**src/rtl/uart_host_pkg.sv**
```systemverilog
// Shared opcodes, command-type and state encodings, and frame/reply length
// lookups for the UART command host.
package uart_host_pkg;

   localparam logic [7:0] WR_CMD      = 8'hAA;
   localparam logic [7:0] RD_CMD      = 8'hBB;
   localparam logic [7:0] ALU_OP_CMD  = 8'hCC;
   localparam logic [7:0] ALU_NOP_CMD = 8'hDD;

   localparam logic [1:0] CMD_WR      = 2'b00;
   localparam logic [1:0] CMD_RD      = 2'b01;
   localparam logic [1:0] CMD_ALU_OP  = 2'b10;
   localparam logic [1:0] CMD_ALU_NOP = 2'b11;

   localparam logic [1:0] ST_IDLE     = 2'd0;
   localparam logic [1:0] ST_SEND     = 2'd1;
   localparam logic [1:0] ST_WAIT_RSP = 2'd2;
   localparam logic [1:0] ST_DONE     = 2'd3;

   typedef struct packed {
      logic [1:0] ctype;
      logic [3:0] addr;
      logic [7:0] data;
      logic [7:0] opb;
      logic [3:0] fun;
   } cmd_t;

   // Index of the final frame byte (frame length minus one).
   function automatic logic [1:0] frame_last(input logic [1:0] ctype);
      case (ctype)
         CMD_WR:     frame_last = 2'd2;
         CMD_RD:     frame_last = 2'd1;
         CMD_ALU_OP: frame_last = 2'd3;
         default:    frame_last = 2'd1;
      endcase
   endfunction

   function automatic logic [1:0] reply_len(input logic [1:0] ctype);
      case (ctype)
         CMD_WR:  reply_len = 2'd0;
         CMD_RD:  reply_len = 2'd1;
         default: reply_len = 2'd2;
      endcase
   endfunction

endpackage

```
**src/rtl/uart_host_timer.sv**
```systemverilog
// Clearable, enabled up-counter that flags when it sits on its terminal value.
module uart_host_timer #(
   parameter int          W    = 16,
   parameter int unsigned TERM = 49999
) (
   input  logic CLK,
   input  logic RST,
   input  logic clr,
   input  logic en,
   output logic term
);

   logic [W-1:0] count_q, count_d;

   assign term = (count_q == W'(TERM));

   always_comb begin
      count_d = count_q;
      if (clr)
         count_d = '0;
      else if (en && !term)
         count_d = count_q + W'(1);
   end

   always_ff @(posedge CLK) begin
      if (RST)
         count_q <= '0;
      else
         count_q <= count_d;
   end

endmodule

```
**src/rtl/uart_cmd_host.sv**
```systemverilog
// Host-side UART command engine: frames one command to the TX sink and
// assembles the reply. Response timeout is built only with UART_HOST_TIMEOUT_EN.
//
// state       | meaning
// ST_IDLE     | ready for a command
// ST_SEND     | presenting frame[idx] to the TX sink
// ST_WAIT_RSP | collecting reply bytes, LSB first
// ST_DONE     | one-cycle result pulse
module uart_cmd_host
   import uart_host_pkg::*;
#(
   parameter int TIMEOUT_W = 16,
   parameter int TIMEOUT   = 50000
) (
   input  logic        CLK,
   input  logic        RST,
   input  logic        cmd_valid,
   output logic        cmd_ready,
   input  logic [1:0]  cmd_type,
   input  logic [3:0]  cmd_addr,
   input  logic [7:0]  cmd_data,
   input  logic [7:0]  cmd_opb,
   input  logic [3:0]  cmd_fun,
   output logic [7:0]  tx_byte,
   output logic        tx_valid,
   input  logic        tx_ready,
   input  logic [7:0]  rx_byte,
   input  logic        rx_valid,
   output logic        rsp_valid,
   output logic [15:0] rsp_data,
   output logic        rsp_timeout,
   output logic        busy
);

   logic [1:0]  state_q, state_d;
   logic [1:0]  idx_q, idx_d;
   logic [1:0]  rx_cnt_q, rx_cnt_d;
   cmd_t        cmd_q, cmd_d;
   logic [15:0] rsp_data_q, rsp_data_d;
   logic        timeout_q, timeout_d;
   logic        timer_term;
   logic [7:0]  frame_byte;

`ifdef UART_HOST_TIMEOUT_EN
   uart_host_timer #(
      .W    (TIMEOUT_W),
      .TERM (TIMEOUT - 1)
   ) u_timer (
      .CLK  (CLK),
      .RST  (RST),
      .clr  ((state_q != ST_WAIT_RSP) || rx_valid),
      .en   (state_q == ST_WAIT_RSP),
      .term (timer_term)
   );
`else
   assign timer_term = 1'b0;
`endif

   always_comb begin
      frame_byte = 8'h00;
      case (cmd_q.ctype)
         CMD_WR: begin
            case (idx_q)
               2'd0:    frame_byte = WR_CMD;
               2'd1:    frame_byte = {4'h0, cmd_q.addr};
               default: frame_byte = cmd_q.data;
            endcase
         end
         CMD_RD:
            frame_byte = (idx_q == 2'd0) ? RD_CMD : {4'h0, cmd_q.addr};
         CMD_ALU_OP: begin
            case (idx_q)
               2'd0:    frame_byte = ALU_OP_CMD;
               2'd1:    frame_byte = cmd_q.data;
               2'd2:    frame_byte = cmd_q.opb;
               default: frame_byte = {4'h0, cmd_q.fun};
            endcase
         end
         default:
            frame_byte = (idx_q == 2'd0) ? ALU_NOP_CMD : {4'h0, cmd_q.fun};
      endcase
   end

   always_comb begin
      state_d    = state_q;
      idx_d      = idx_q;
      rx_cnt_d   = rx_cnt_q;
      cmd_d      = cmd_q;
      rsp_data_d = rsp_data_q;
      timeout_d  = timeout_q;
      case (state_q)
         ST_IDLE: begin
            if (cmd_valid) begin
               cmd_d      = '{ctype: cmd_type, addr: cmd_addr, data: cmd_data,
                              opb: cmd_opb, fun: cmd_fun};
               idx_d      = 2'd0;
               rx_cnt_d   = 2'd0;
               rsp_data_d = 16'h0000;
               timeout_d  = 1'b0;
               state_d    = ST_SEND;
            end
         end
         ST_SEND: begin
            if (tx_ready) begin
               if (idx_q == frame_last(cmd_q.ctype))
                  state_d = (reply_len(cmd_q.ctype) == 2'd0) ? ST_DONE : ST_WAIT_RSP;
               else
                  idx_d = idx_q + 2'd1;
            end
         end
         ST_WAIT_RSP: begin
            // A byte arriving on the expiry cycle takes priority over the timeout.
            if (rx_valid) begin
               if (rx_cnt_q == 2'd0)
                  rsp_data_d[7:0] = rx_byte;
               else
                  rsp_data_d[15:8] = rx_byte;
               rx_cnt_d = rx_cnt_q + 2'd1;
               if ((rx_cnt_q + 2'd1) == reply_len(cmd_q.ctype))
                  state_d = ST_DONE;
            end else if (timer_term) begin
               timeout_d = 1'b1;
               state_d   = ST_DONE;
            end
         end
         default:
            state_d = ST_IDLE;
      endcase
   end

   always_ff @(posedge CLK) begin
      if (RST) begin
         state_q    <= ST_IDLE;
         idx_q      <= 2'd0;
         rx_cnt_q   <= 2'd0;
         cmd_q      <= '0;
         rsp_data_q <= 16'h0000;
         timeout_q  <= 1'b0;
      end else begin
         state_q    <= state_d;
         idx_q      <= idx_d;
         rx_cnt_q   <= rx_cnt_d;
         cmd_q      <= cmd_d;
         rsp_data_q <= rsp_data_d;
         timeout_q  <= timeout_d;
      end
   end

   // Handshake outputs are masked while RST is high so nothing transfers during reset.
   assign cmd_ready   = (state_q == ST_IDLE) && !RST;
   assign tx_valid    = (state_q == ST_SEND) && !RST;
   assign tx_byte     = tx_valid ? frame_byte : 8'h00;
   assign rsp_valid   = (state_q == ST_DONE) && !RST;
   assign rsp_timeout = rsp_valid && timeout_q;
   assign rsp_data    = rsp_data_q;
   assign busy        = (state_q != ST_IDLE) && !RST;

endmodule

```
**config.mk**
```make
export PLATFORM = sky130hd
export DESIGN_NAME = uart_cmd_host
export DESIGN_NICKNAME = d
export VERILOG_FILES = /design/src/rtl/uart_host_pkg.sv /design/src/rtl/uart_host_timer.sv /design/src/rtl/uart_cmd_host.sv
export SDC_FILE = /design/constraint.sdc
export NUM_CORES = 1
export LEC_CHECK = 0
export BUFFER_PORTS_ARGS = -buffer_cell sky130_fd_sc_hd__buf_2
export CELL_PAD_IN_SITES_DETAIL_PLACEMENT = 2
export CELL_PAD_IN_SITES_GLOBAL_PLACEMENT = 2
export CORE_UTILIZATION = 32
export DETAILED_ROUTE_END_ITERATION = 16
export PLACE_DENSITY = 0.87
export SYNTH_ARGS = -nofsm -noshare
export SYNTH_HDL_FRONTEND = slang
export SYNTH_SLANG_ARGS = --single-unit
```
**constraint.sdc**
```tcl
create_clock -name CLK -period 2.9 [get_ports CLK]
set_input_delay 0.435 -clock CLK [delete_from_list [all_inputs] [get_ports CLK]]
set_output_delay 0.435 -clock CLK [all_outputs]
set_load 0.03 [all_outputs]
```
# Word level (Yosys, flattened, before mapping)
# Index checks and enable logic that the tools add are counted.
# Widths: inputs -> output; s select.
[totals] input_bits=39 word_cells=81 register_bits=48 mem_bits_rw=0 mem_bits_ro=0 latch_bits=0 n_memories=0 output_inout_bits=29
[classes] order_cmp=0 bitwise_logic=0 mul=0 n_div=0 n_eq_ne=17 n_addsub=2 shifts=0 muxes=33 n_reduce_logical=19
[ops] op="$pmux 8 s3" count=2
[ops] op="$mux 8" count=5
[ops] op="$mux 16" count=2
[ops] op="$mux 2" count=16
[ops] op="$pmux 16 s2" count=1
[ops] op="$ne 2x2->1 const B" count=8
[ops] op="$pmux 2 s2" count=4
[ops] op="$pmux 8 s2" count=1
[ops] op="$reduce_and 4->1" count=3
[ops] op="$logic_not 2->1" count=5
[ops] op="$eq 2x2->1 const B" count=4
[ops] op="$eq 2x1->1 const B" count=3
[ops] op="$pmux 2 s3" count=1
[ops] op="$reduce_bool 2->1" count=3
[ops] op="$reduce_and 5->1" count=1
[ops] op="$add 2x1->2 const B" count=2
[ops] op="$eq 2x2->1" count=2
[ops] op="$logic_and 1x1->1" count=4
[ops] op="$reduce_and 3->1" count=1
[ops] op="$reduce_and 2->1" count=1
[ops] op="$logic_not 1->1" count=1
[ops] op="$mux 1" count=1

# Depth between registers and ports, before layout
# Gate-level depths: netlist of the first run.
[depth] ltp_word=13 depth_mapped=8 ltp_nobuf=6

# Least setup slack after synthesis of the first run
# No wires, ideal clock.
[synth_path] kind="register -> output" start="register state_q[1]" end="output tx_byte[7]" required_time_ns=2.465 stages_incl_launch_ff=7 path_buffers=0 path_slack_ns=0.239 arrival_ns=2.226 cell_sequence="dfxtp_1 > inv_1 > ha_1 > inv_1 > nor2_1 > o21ai_0 > a211oi_1"
[synth_between] elab_chain_cells=3
[synth_rtl] element="start: declaration" line="uart_cmd_host.sv:35" rtl="logic [1:0] state_q, state_d;"
[synth_rtl] element="start signal: assignment" line="uart_cmd_host.sv:140" rtl="state_q <= state_d;"
[synth_rtl] element="$eq 2x1->1" line="uart_cmd_host.sv:151" rtl="assign tx_valid = (state_q == ST_SEND) && !RST;"
[synth_rtl] element="$logic_and 1x1->1" line="uart_cmd_host.sv:151"
[synth_rtl] element="via tx_valid" line="uart_cmd_host.sv:25" rtl="output logic tx_valid,"
[synth_rtl] element="$mux 8" line="uart_cmd_host.sv:152" rtl="assign tx_byte = tx_valid ? frame_byte : 8'h00;"
[synth_rtl] element="end: declaration" line="uart_cmd_host.sv:24" rtl="output logic [7:0] tx_byte,"
# The timed path passes the listed nets, and every way through them passes these cells.

# Worst setup path in the final report of the first run
[layout_path] start="register idx_q[0]" end="output tx_byte[1]"
[layout_between] elab_chain_cells=4 word_cells_on_any_way=9
[layout_rtl] element="start: declaration" line="uart_cmd_host.sv:36" rtl="logic [1:0] idx_q, idx_d;"
[layout_rtl] element="start signal: assignment" line="uart_cmd_host.sv:141" rtl="idx_q <= idx_d;"
[layout_rtl] element="$eq 2x2->1, or another cell as far along" line="uart_cmd_host.sv:72" rtl="case (idx_q)"
[layout_rtl] element="$pmux 8 s3, or another cell as far along" line="uart_cmd_host.sv:72"
[layout_rtl] element="$pmux 8 s3 *" line="uart_cmd_host.sv:61" rtl="case (cmd_q.ctype)"
[layout_rtl] element="$mux 8 *" line="uart_cmd_host.sv:152"
# Every way passes the cells marked *; elsewhere a longest branch is shown, timed or not.

==> metrics, run 1 <==
status=completed; CTS sink cnt=48; CTS Buf Count=5; worst path required time=about 2.5 ns; Post-synth ARST share=0%; Post-Syn Area per Cell=approximately 8 µm²; wire length per cell=17.7 µm; synth cell count leaders=nand2_1 (63), dfxtp_1 (48), a21oi_1 (37), nor2_1 (28), mux2i_1 (18); Chip Width=91.1 µm; Slew @ Worst Pin=slightly below 0.9 ns; crit path launch type=flip-flop; total number of vias=2511; 1st-iter DRT viols=approximately 100; vias in the first global route=2718; Post-synth EDFFs=0; die extent in y=~91 µm; post-synthesis register bit count=48; first-pass GRT wire length=around 14000 µm; DP HPWL=5980 µm; CP Class=reg -> out; number of max-cap violations=0; Clock Skew=roughly 0.0025 ns; Mapped Area=between 2000 and 3000 µm²; ratio of cells with drive above 1 in the final layout=23.3%; GR Overflow Total=0; Post-Syn Nets=between 300 and 400; cell taking the most area after synthesis=dfxtp_1; leak pwr=roughly 0.0013 µW; Worst Path Max Fanout=13; Total GRT Usage=roughly a fifth; crit path time final=2.66 ns; Final Hold Viols=0; Synth Instances=318; most instantiated library cell after synthesis=nand2_1; YS warnings=0; Slew Limit Fails=0; hold_buf cts=0; H-Tree Depth=2; crit path cell chain=ha_2, nor2_1, a2111oi_0, a21oi_1, o21a_1, buf_2; RSZ-0062 raised after global routing=false; Worst Hold Class=in -> reg; boundary pin count=68; total die area=a little over 8000 µm²; register area share after synthesis=a little under two fifths; Core ar.=7690 µm²; CTS tree=built; largest net degree at the start of global routing=56; Area Overhead vs Synth=19.2%; final WL=around 8400 µm; Clock Latency Late Sink=~0.30 ns; residual DRC count=0; CP max stage delay=between 0.4 and 0.5 ns; Max clock buf depth=2; setup tns final=0 ns; final setup fails=0; initial core utilization=33.1%; NumNets Final=422; Max Freq=0.376 GHz; worst-case vdd ir drop=approximately 0.21 mV; GP Congestion=0.834; top_reg_cell synth=dfxtp_1; Slew HR=40.7%; CP Capture Type=output pin; Pwr Total=roughly 2200 µW; Rows=32; Synth cell types=48; antenna viol nets, final=0; Clk pin slew, worst setup/hold paths=0.09 ns; DR pass1 iterations=4; CTS root buffer=clkbuf_8; antenna violations before repair=0; Via-to-Cell Ratio=approximately 5.3; Post-CTS Setup Inserts=0; Final period util=around 92%; ant diodes=0; ranking of synthesized cells by area=dfxtp_1 (38%), nand2_1 (9.3%), a21oi_1 (7.3%); pwr dens=roughly 740 nW/µm²; CP max-delay cell=dfxtp_1; Synth top area share=a little under two fifths; I/O Buffers=66; CP arrival=between 2 and 2.5 ns
cells by family after synthesis:
group | after synthesis | synth area share (%)
other cells | 1 | 0.148
fa+ha+maj | 10 | 4.92
mux | 19 | 7.63
buf+inv | 32 | 5.51
compound gates | 76 | 20.1
xor+xnor | 3 | 1.03
simple gates | 129 | 22.8
flops | 48 | 37.8
registers in the layout (all words and copies together) (netlist names):
signal,cells
cmd_q,26
idx_q,2
rsp_data,16
rx_cnt_q,2
state_q,2
final timing paths:
kind                   start         end  slack (ns)  depth (start not counted)
hold reg to reg     cmd_q[5]    cmd_q[5]        0.47                          2
setup / recovery    idx_q[0]  tx_byte[1]        0.24                          6
hold / removal    cmd_opb[1]    cmd_q[5]        0.36                          3
setup reg to reg  state_q[0]   cmd_q[22]        0.82                          5
metal layers:
layer	wire length, µm	share of wire (%)	track usage, %	vias to the layer above
met5	0	0	0	-
met4	293	3.5	7.94	0
met3	260	3.1	3.27	24
met2	4360	52	38.7	58
met1	3490	42	23.9	1241
li1	-	-	-	1188
power breakdown:
| part | internal (µW) | total (µW) | switching, µW |
|---|---|---|---|
| logic | 348 | 980 | 632 |
| registers | 750 | 836 | 85.9 |
| clock network | 194 | 421 | 227 |
| total | 1290 | 2240 | 945 |
repair_timing:
| action | 4_1_cts | 5_1_grt |
|---|---|---|
| setup endpoints to repair | 0 | 2 |
| endpoints found under the hold margin | 0 | 0 |
| gates resized for setup | 0 | 2 |
worst max-delay path: cells and delay by family, from the launching register on:
| kind | cells | cell delay, ns |
|---|---|---|
| AOI/OAI and AO/OA | 3 | 0.73 |
| DFF | 1 | 0.47 |
| adders and majority gates | 1 | 0.40 |
| buffers and inverters | 1 | 0.17 |
| and+or+nand+nor | 1 | 0.15 |
final cells by class:
type / count / area [µm²]
multi-input combinational: 238 / 1450
clock inverter: 1 / 7.51
timing repair buffer: 71 / 368
sequential: 48 / 961
tap: 102 / 128
fill: 918 / 4660
clock buffer: 7 / 86.3
inverter: 9 / 33.8
through the flow:
stage | worst slack [ns] | std cells | cell area [µm²] | util, % | hold slack, ns
finish | 0.240 | 476 | 3030 | 39.4 | 0.361
detailed placement | 0.413 | 468 | 2930 | 38.1 | 0.461
CTS | 0.118 | 476 | 3020 | 39.3 | 0.353
global route | 0.113 | 476 | 3030 | 39.4 | 0.364
floorplan | 0.239 | 318 | 2540 | - | 0.432
global placement | 0.541 | 468 | 2930 | 38.1 | 0.447
cell usage in the layout (no fill, tap or decap), types with 3 or more instances in the layout:
cell	synthesis	final
or3_1	3	3
and2_1	9	9
a211oi_1	3	3
o21ai_0	6	6
nor3_1	3	3
a21oi_1	37	37
ha_1	10	8
buf_2	10	66
nor2b_1	9	9
o21a_1	4	4
mux2i_1	18	18
nor2_1	28	28
nand2_1	63	63
inv_1	8	8
a22oi_1	5	5
buf_4	2	5
dfxtp_1	48	48
clkbuf_8	0	6
nand2b_1	6	6
o31ai_1	3	3
Note: power is estimated with default switching activity, not from simulation.
==> run 2, diff against run 1 <==
CAP_MARGIN = 20   (was not set)
CORE_UTILIZATION = 27   (was 32)
PLACE_DENSITY = 0.78   (was 0.87)
clock period = 2.2 ns   (was 2.9 ns; I/O delays follow)
==> run 2 against run 1 <==
The run now ends with setup timing left. Die area grew 18%. First-iteration DRC count down 28%. Critical path depth did not move. Worst setup slack worse by 0.29 ns. Non-clock buffer count rose by 25. Hold slack got worse by 0.11 ns. Utilization shrank 1.9 points. Wire length is 14% higher. Flip-flop and latch count unchanged. Register-to-register slack lost 0.55 ns. Sequential share of layout area shrank 3.5 points. Clock power up 30%. Critical path type unchanged. Largest power group unchanged. Highest routed layer unchanged.
==> metrics, run 2 (synthesis results as in run 1) <==
Via-to-Cell Ratio=5.05 (-4.3%); total number of vias=2574 (+2.5%); Final Worst Setup Slack=-0.0548 ns (-0.295 ns); largest net degree at the start of global routing=56 (unchanged); wire length per cell=18.8 µm (+6.3%); Placement Cell Area=3010 µm² (+2.9%); worst path required time=1.87 ns (-0.60 ns); crit path launch type=flip-flop; GP Congestion=0.820 (-1.7%); Final Hold Viols=0 (unchanged); HP Start=cmd_fun[1]; residual DRC count=0 (unchanged); commonest cells after routing, fill and taps aside=nand2_1 (62), buf_2 (58), dfxtp_1 (43), a21oi_1 (36), buf_4 (31); CTS tree=built; Slew @ Worst Pin=0.609 ns (-0.278 ns); Chip Width=99.0 µm (+8.7%); CP Class=reg -> out; Biggest register=cmd_q; final WL=9570 µm (+14%); DP HPWL=6020 µm (+0.72%); RSZ-0062 raised after global routing=true; Largest register FFs=26 (unchanged); status=finished, violations left; Worst Hold Class=in -> reg; CTS root buffer=clkbuf_8; setup tns final=-0.135 ns (-0.135 ns); die extent in y=99.0 µm (+8.7%); GR Overflow Total=0 (unchanged); Worst Path Max Fanout=6 (-7); antenna violations before repair=0 (unchanged); Rows=35 (+9.4%); Slew HR=59.4% (+19 points); CP max stage delay=0.39 ns (-0.08 ns); final setup fails=5 (+5); Clock Latency Late Sink=0.31 ns (about the same); CP max-delay cell=dfxtp_4; most common cell after layout, fill and taps aside=nand2_1; antenna viol nets, final=0 (unchanged); area occupied by multi-input gates=1600 µm² (+11%); Hold Path End=cmd_q[1]; CTS Buf Count=5 (unchanged); crit path time final=~2.3 ns; Total GRT Usage=19.3% (-1.6 points); crit path cell chain=buf_6, ha_4, buf_6, a221o_1, a31oi_1, buf_4; NumNets Final=447 (+5.9%); R2R depth=6 (+1); Max Freq=~0.44 GHz; Max clock buf depth=2 (unchanged); CP arrival=1.92 ns (-0.31 ns); Top cell by count, worst path=buf_6; initial core utilization=27.6% (-5.4 points); Final period util=102%; worst-case vdd ir drop=0.248 mV (+18%); boundary pin count=68 (unchanged); FF-to-FF Start=state_q[0]; pwr dens=944 nW/µm² (+28%); hold depth=3 (unchanged); leak pwr=0.00143 µW (+13%); number of max-cap violations=0 (unchanged); I/O Buffers=66 (unchanged); end of the worst register-to-register path=rsp_data[12]; ant diodes=0 (unchanged); FF+latch area=972 µm² (+1.2%); ratio of cells with drive above 1 in the final layout=35.6% (+12 points); Core ar.=9200 µm² (+20%); CP Capture Type=output pin; H-Tree Depth=2 (unchanged); failing checks=setup timing; 1st-iter DRT viols=75 (-28%); Slew Limit Fails=0 (unchanged); total die area=9800 µm² (+18%); first-pass GRT wire length=14800 µm (+7.6%); DR pass1 iterations=4 (unchanged); vias in the first global route=2814 (+3.5%); fillers=1090 (+19%); Pwr Total=3250 µW (+45%); Clock Skew=0.0114 ns (+0.00891 ns); CTS sink cnt=48 (unchanged); Clk pin slew, worst setup/hold paths=0.10 ns (about the same); cell area after layout=3440 µm² (+14%); reg2reg setup slack=0.27 ns (-0.55 ns); Area Overhead vs Synth=35.5%
## run 2: cell count changes in the layout (fill, tap and decap cells not counted), sizes merged
cell / previous run / this run
clkinvlp: 1 / 0
clkbuf: 7 / 5
clkinv: 0 / 3
buf: 71 / 96
## run 2: worst max path at each step
stage | from | endpoint | cells after the start
after global routing | idx_q[1] | tx_byte[6] | 8
after detailed placement | idx_q[1] | tx_byte[3] | 7
final | idx_q[0] | tx_byte[2] | 6
after global placement | idx_q[1] | tx_byte[3] | 7
after CTS | idx_q[0] | tx_byte[4] | 7
after floorplan | idx_q[0] | tx_byte[5] | 5
## run 2: final cells by class
| class | instances | share of cell area [%] |
|---|---|---|
| clock buffers | 5 | 2.00 |
| clock inverters | 3 | 0.545 |
| inverters | 9 | 1.20 |
| multi-input cells | 238 | 46.5 |
| flip-flops and latches | 48 | 28.2 |
| well taps | 111 | 4.03 |
| repair buffers | 96 | 17.5 |
## run 2: critical path: cells and delay by family (launching register included)
| kind | cells | cell delay, ns |
|---|---|---|
| flip-flops | 1 | 0.39 |
| adder cells (fa/ha/maj) | 1 | 0.18 |
| buffers and inverters | 3 | 0.46 |
| AO/OA/AOI/OAI | 2 | 0.58 |
## run 2: metrics by stage
step / setup WS [ns] / std cells / hold WS [ns] / utilization, %
finish: -0.0548 / 510 / 0.252 / 37.5
global placement: 0.0531 / 485 / 0.451 / 32.8
detailed placement: -0.0509 / 485 / 0.462 / 32.8
global route: -0.163 / 510 / 0.254 / 37.5
CTS: -0.0100 / 502 / 0.247 / 35.7
floorplan: 0.0140 / 318 / 0.432 / -
## run 2: per-layer routing
layer	track usage, %	share of wire (%)
met2	34.3	52
met3	2.91	2.7
met4	7.23	2.1
met5	0	0
met1	23.4	43
## run 2: timing repair
action | 4_1_cts | 5_1_grt
hold buffers | 0 | 0
gates resized for setup | 37 | 28
pin swaps | 8 | 12
endpoints found under the setup margin | 8 | 8
buffers inserted | 9 | 8
## run 2: report_power, final
group / switching [µW] / total (µW) / internal, µW
clock: 325 / 548 / 223
sequential: 127 / 1120 / 994
combinational: 951 / 1580 / 632
==> run 3, diff against run 2 <==
PLACE_DENSITY = 0.72   (was 0.78)
==> run 3 against run 2 <==
The run still ends with setup timing left. Maximum frequency is 1.6% higher. Non-clock buffer count is 4 lower. Clock power is 31% higher. Global-route usage is 0.69 points lower. Register-to-register slack worse by 0.04 ns. Die area stayed put. Combinational power is 3% lower. Hold slack worse by 0.0064 ns. Wire length is 8.5% lower. Count of clock-buffer cells in the layout is 2 higher. Power is 3.5% higher. Cell count is 0.78% lower. Critical endpoint is now tx_byte[4].
==> metrics, run 3 (synthesis results as in run 1) <==
Sw Pwr=1350 µW (-3.8%); DR pass1 iterations=4 (unchanged); failing checks=setup timing; CP Class=reg -> out; leak pwr=0.00141 µW (-1.0%); ratio of cells with drive above 1 in the final layout=33.2% (-2.4 points); Total GRT Usage=18.6% (-0.69 points); Int Pwr=2020 µW (+9.0%); total number of vias=2540 (-1.3%); DP HPWL=6020 µm (about the same); Core ar.=9200 µm² (unchanged); CP max stage delay=0.39 ns (about the same); pwr dens=984 nW/µm² (+4.2%); Via-to-Cell Ratio=5.02 (-0.54%); Clock Skew=0.00738 ns (-0.00406 ns); most common cell after layout, fill and taps aside=nand2_1; vias in the first global route=2805 (-0.32%); Clk pin slew, worst setup/hold paths=0.09 ns (about the same); Layout Utilization=37.2% (-0.27 points); Max Freq=0.451 GHz (+1.6%); CTS Buf Count=5 (unchanged); commonest cells after routing, fill and taps aside=nand2_1 (62), buf_2 (58), dfxtp_1 (45), a21oi_1 (36), buf_4 (30); number of max-cap violations=0 (unchanged); fillers=1060 (-2.8%); RSZ-0062 raised after global routing=true; Biggest register=cmd_q; final WL=8760 µm (-8.5%); total die area=9800 µm² (unchanged); GP Congestion=0.780 (-4.9%); worst path required time=1.87 ns (about the same); crit path launch type=flip-flop; CP max-delay cell=dfxtp_4; critical path startpoint=idx_q[1]; Area Overhead vs Synth=34.6%; die extent in y=99.0 µm (unchanged); Chip Width=99.0 µm (unchanged); worst-case vdd ir drop=0.409 mV (+65%); metal3 WL=212 µm (-18%); CP Capture Type=output pin; sequential group share of total power=32.7% (-1.8 points); ant diodes=0 (unchanged); CTS sink cnt=48 (unchanged); Net Sw Frac=40.1% (-3.0 points); Final period util=101% (-1.6 points); 1st-iter DRT viols=64 (-15%); residual DRC count=0 (unchanged); final setup fails=2 (-3); Largest register FFs=26 (unchanged); Top cell by count, worst path=buf_4; Max clock buf depth=2 (unchanged); Max Used Layer=met4; FF-to-FF Start=state_q[0]; largest net degree at the start of global routing=41 (-27%); antenna violations before repair=0 (unchanged); crit path time final=2.22 ns (-0.0357 ns); routed wl met2=4830 µm (-3.6%); wire length per cell=17.3 µm (-7.8%); Final Worst Setup Slack=-0.0190 ns (+0.0357 ns); initial core utilization=27.6% (unchanged); Clock Latency Late Sink=0.31 ns (about the same); Rows=35 (unchanged); Worst Path Max Fanout=11 (+5); M1 WL=3620 µm (-12%); Worst Hold Class=in -> reg; hold_buf cts=0 (unchanged); clock power share=21.3% (+4.5 points); boundary pin count=68 (unchanged); Slew Limit Fails=0 (unchanged); placed insts=490 (+1.0%); antenna viol nets, final=0 (unchanged); NumNets Final=443 (-0.89%); Top Family by Delay on Critical Path=flip-flops; count of non-filler cells in the finished layout=506 (-0.78%); Bufs and invs on worst path=2 (-1); GR Overflow Total=0 (unchanged); CTS tree=built; first-pass GRT wire length=14100 µm (-4.8%); combinational share of power=45.9% (-2.8 points); status=finished, violations left; FF+latch area=970 µm² (-0.26%); CTS root buffer=clkbuf_8; H-Tree Depth=2 (unchanged); Final Hold Viols=0 (unchanged); I/O Buffers=66 (unchanged); crit path cell chain=buf_4, ha_4, nand3b_1, a21oi_2, a222oi_1, nor2_1, buf_4; HP Start=cmd_type[0]; area occupied by multi-input gates=1580 µm² (-1.2%); CP arrival=1.89 ns (-0.03 ns)
-- run 3: timing repair --
item,in CTS,in global routing
pin swaps,9,8
gates resized for setup,39,13
setup buffers,5,3
setup endpoints to repair,8,8
-- run 3: power by group through the flow --
stage / sequential, µW / combinational, µW / clock (µW)
after CTS: 1100 / 1510 / 738
after detailed placement: 1110 / 1370 / 0
after global routing: 1120 / 1680 / 774
final: 1100 / 1540 / 718
after floorplan: 1110 / 942 / 0
after global placement: 1110 / 1320 / 0
-- run 3: stage by stage --
step	setup TNS (ns)	setup slack (ns)	cell area (µm²)	hold WS, ns	total power [µW]
finish	-0.0378	-0.0190	3420	0.245	3370
global route	-0.481	-0.0969	3420	0.241	3580
CTS	-0.0463	-0.0423	3350	0.243	3350
detailed placement	0	0.0856	3050	0.455	2480
global placement	0	0.0753	3050	0.450	2420
floorplan	0	0.0140	2550	0.432	2050
-- run 3: path summary, 6_finish.rpt --
path	to	slack [ns]	cells after the start
setup / recovery	tx_byte[4]	-0.02	7
hold / removal	cmd_q[24]	0.25	3
setup reg to reg	idx_q[1]	0.23	6
hold reg to reg	cmd_q[23]	0.46	2
-- run 3: cell type report --
class | instances | share of cell area, %
multi-input combinational | 238 | 46.3
sequential | 48 | 28.4
timing repair buffer | 92 | 16.4
tap | 111 | 4.06
clock buffer | 7 | 2.82
inverter | 9 | 1.21
clock inverter | 1 | 0.878
-- run 3: worst register-to-register path, cell delays in order, from the launching register on --
cell      delay, ns
dfxtp_1        0.40
inv_1          0.10
ha_1           0.34
nand2b_1       0.21
o21a_1         0.21
a21boi_1       0.29
mux2i_1        0.32
-- run 3: routing by layer --
layer	up-vias	global-route usage, %
li1	1233	-
met4	0	5.28
met5	-	0
met3	9	2.84
met2	37	35.8
met1	1261	20.9
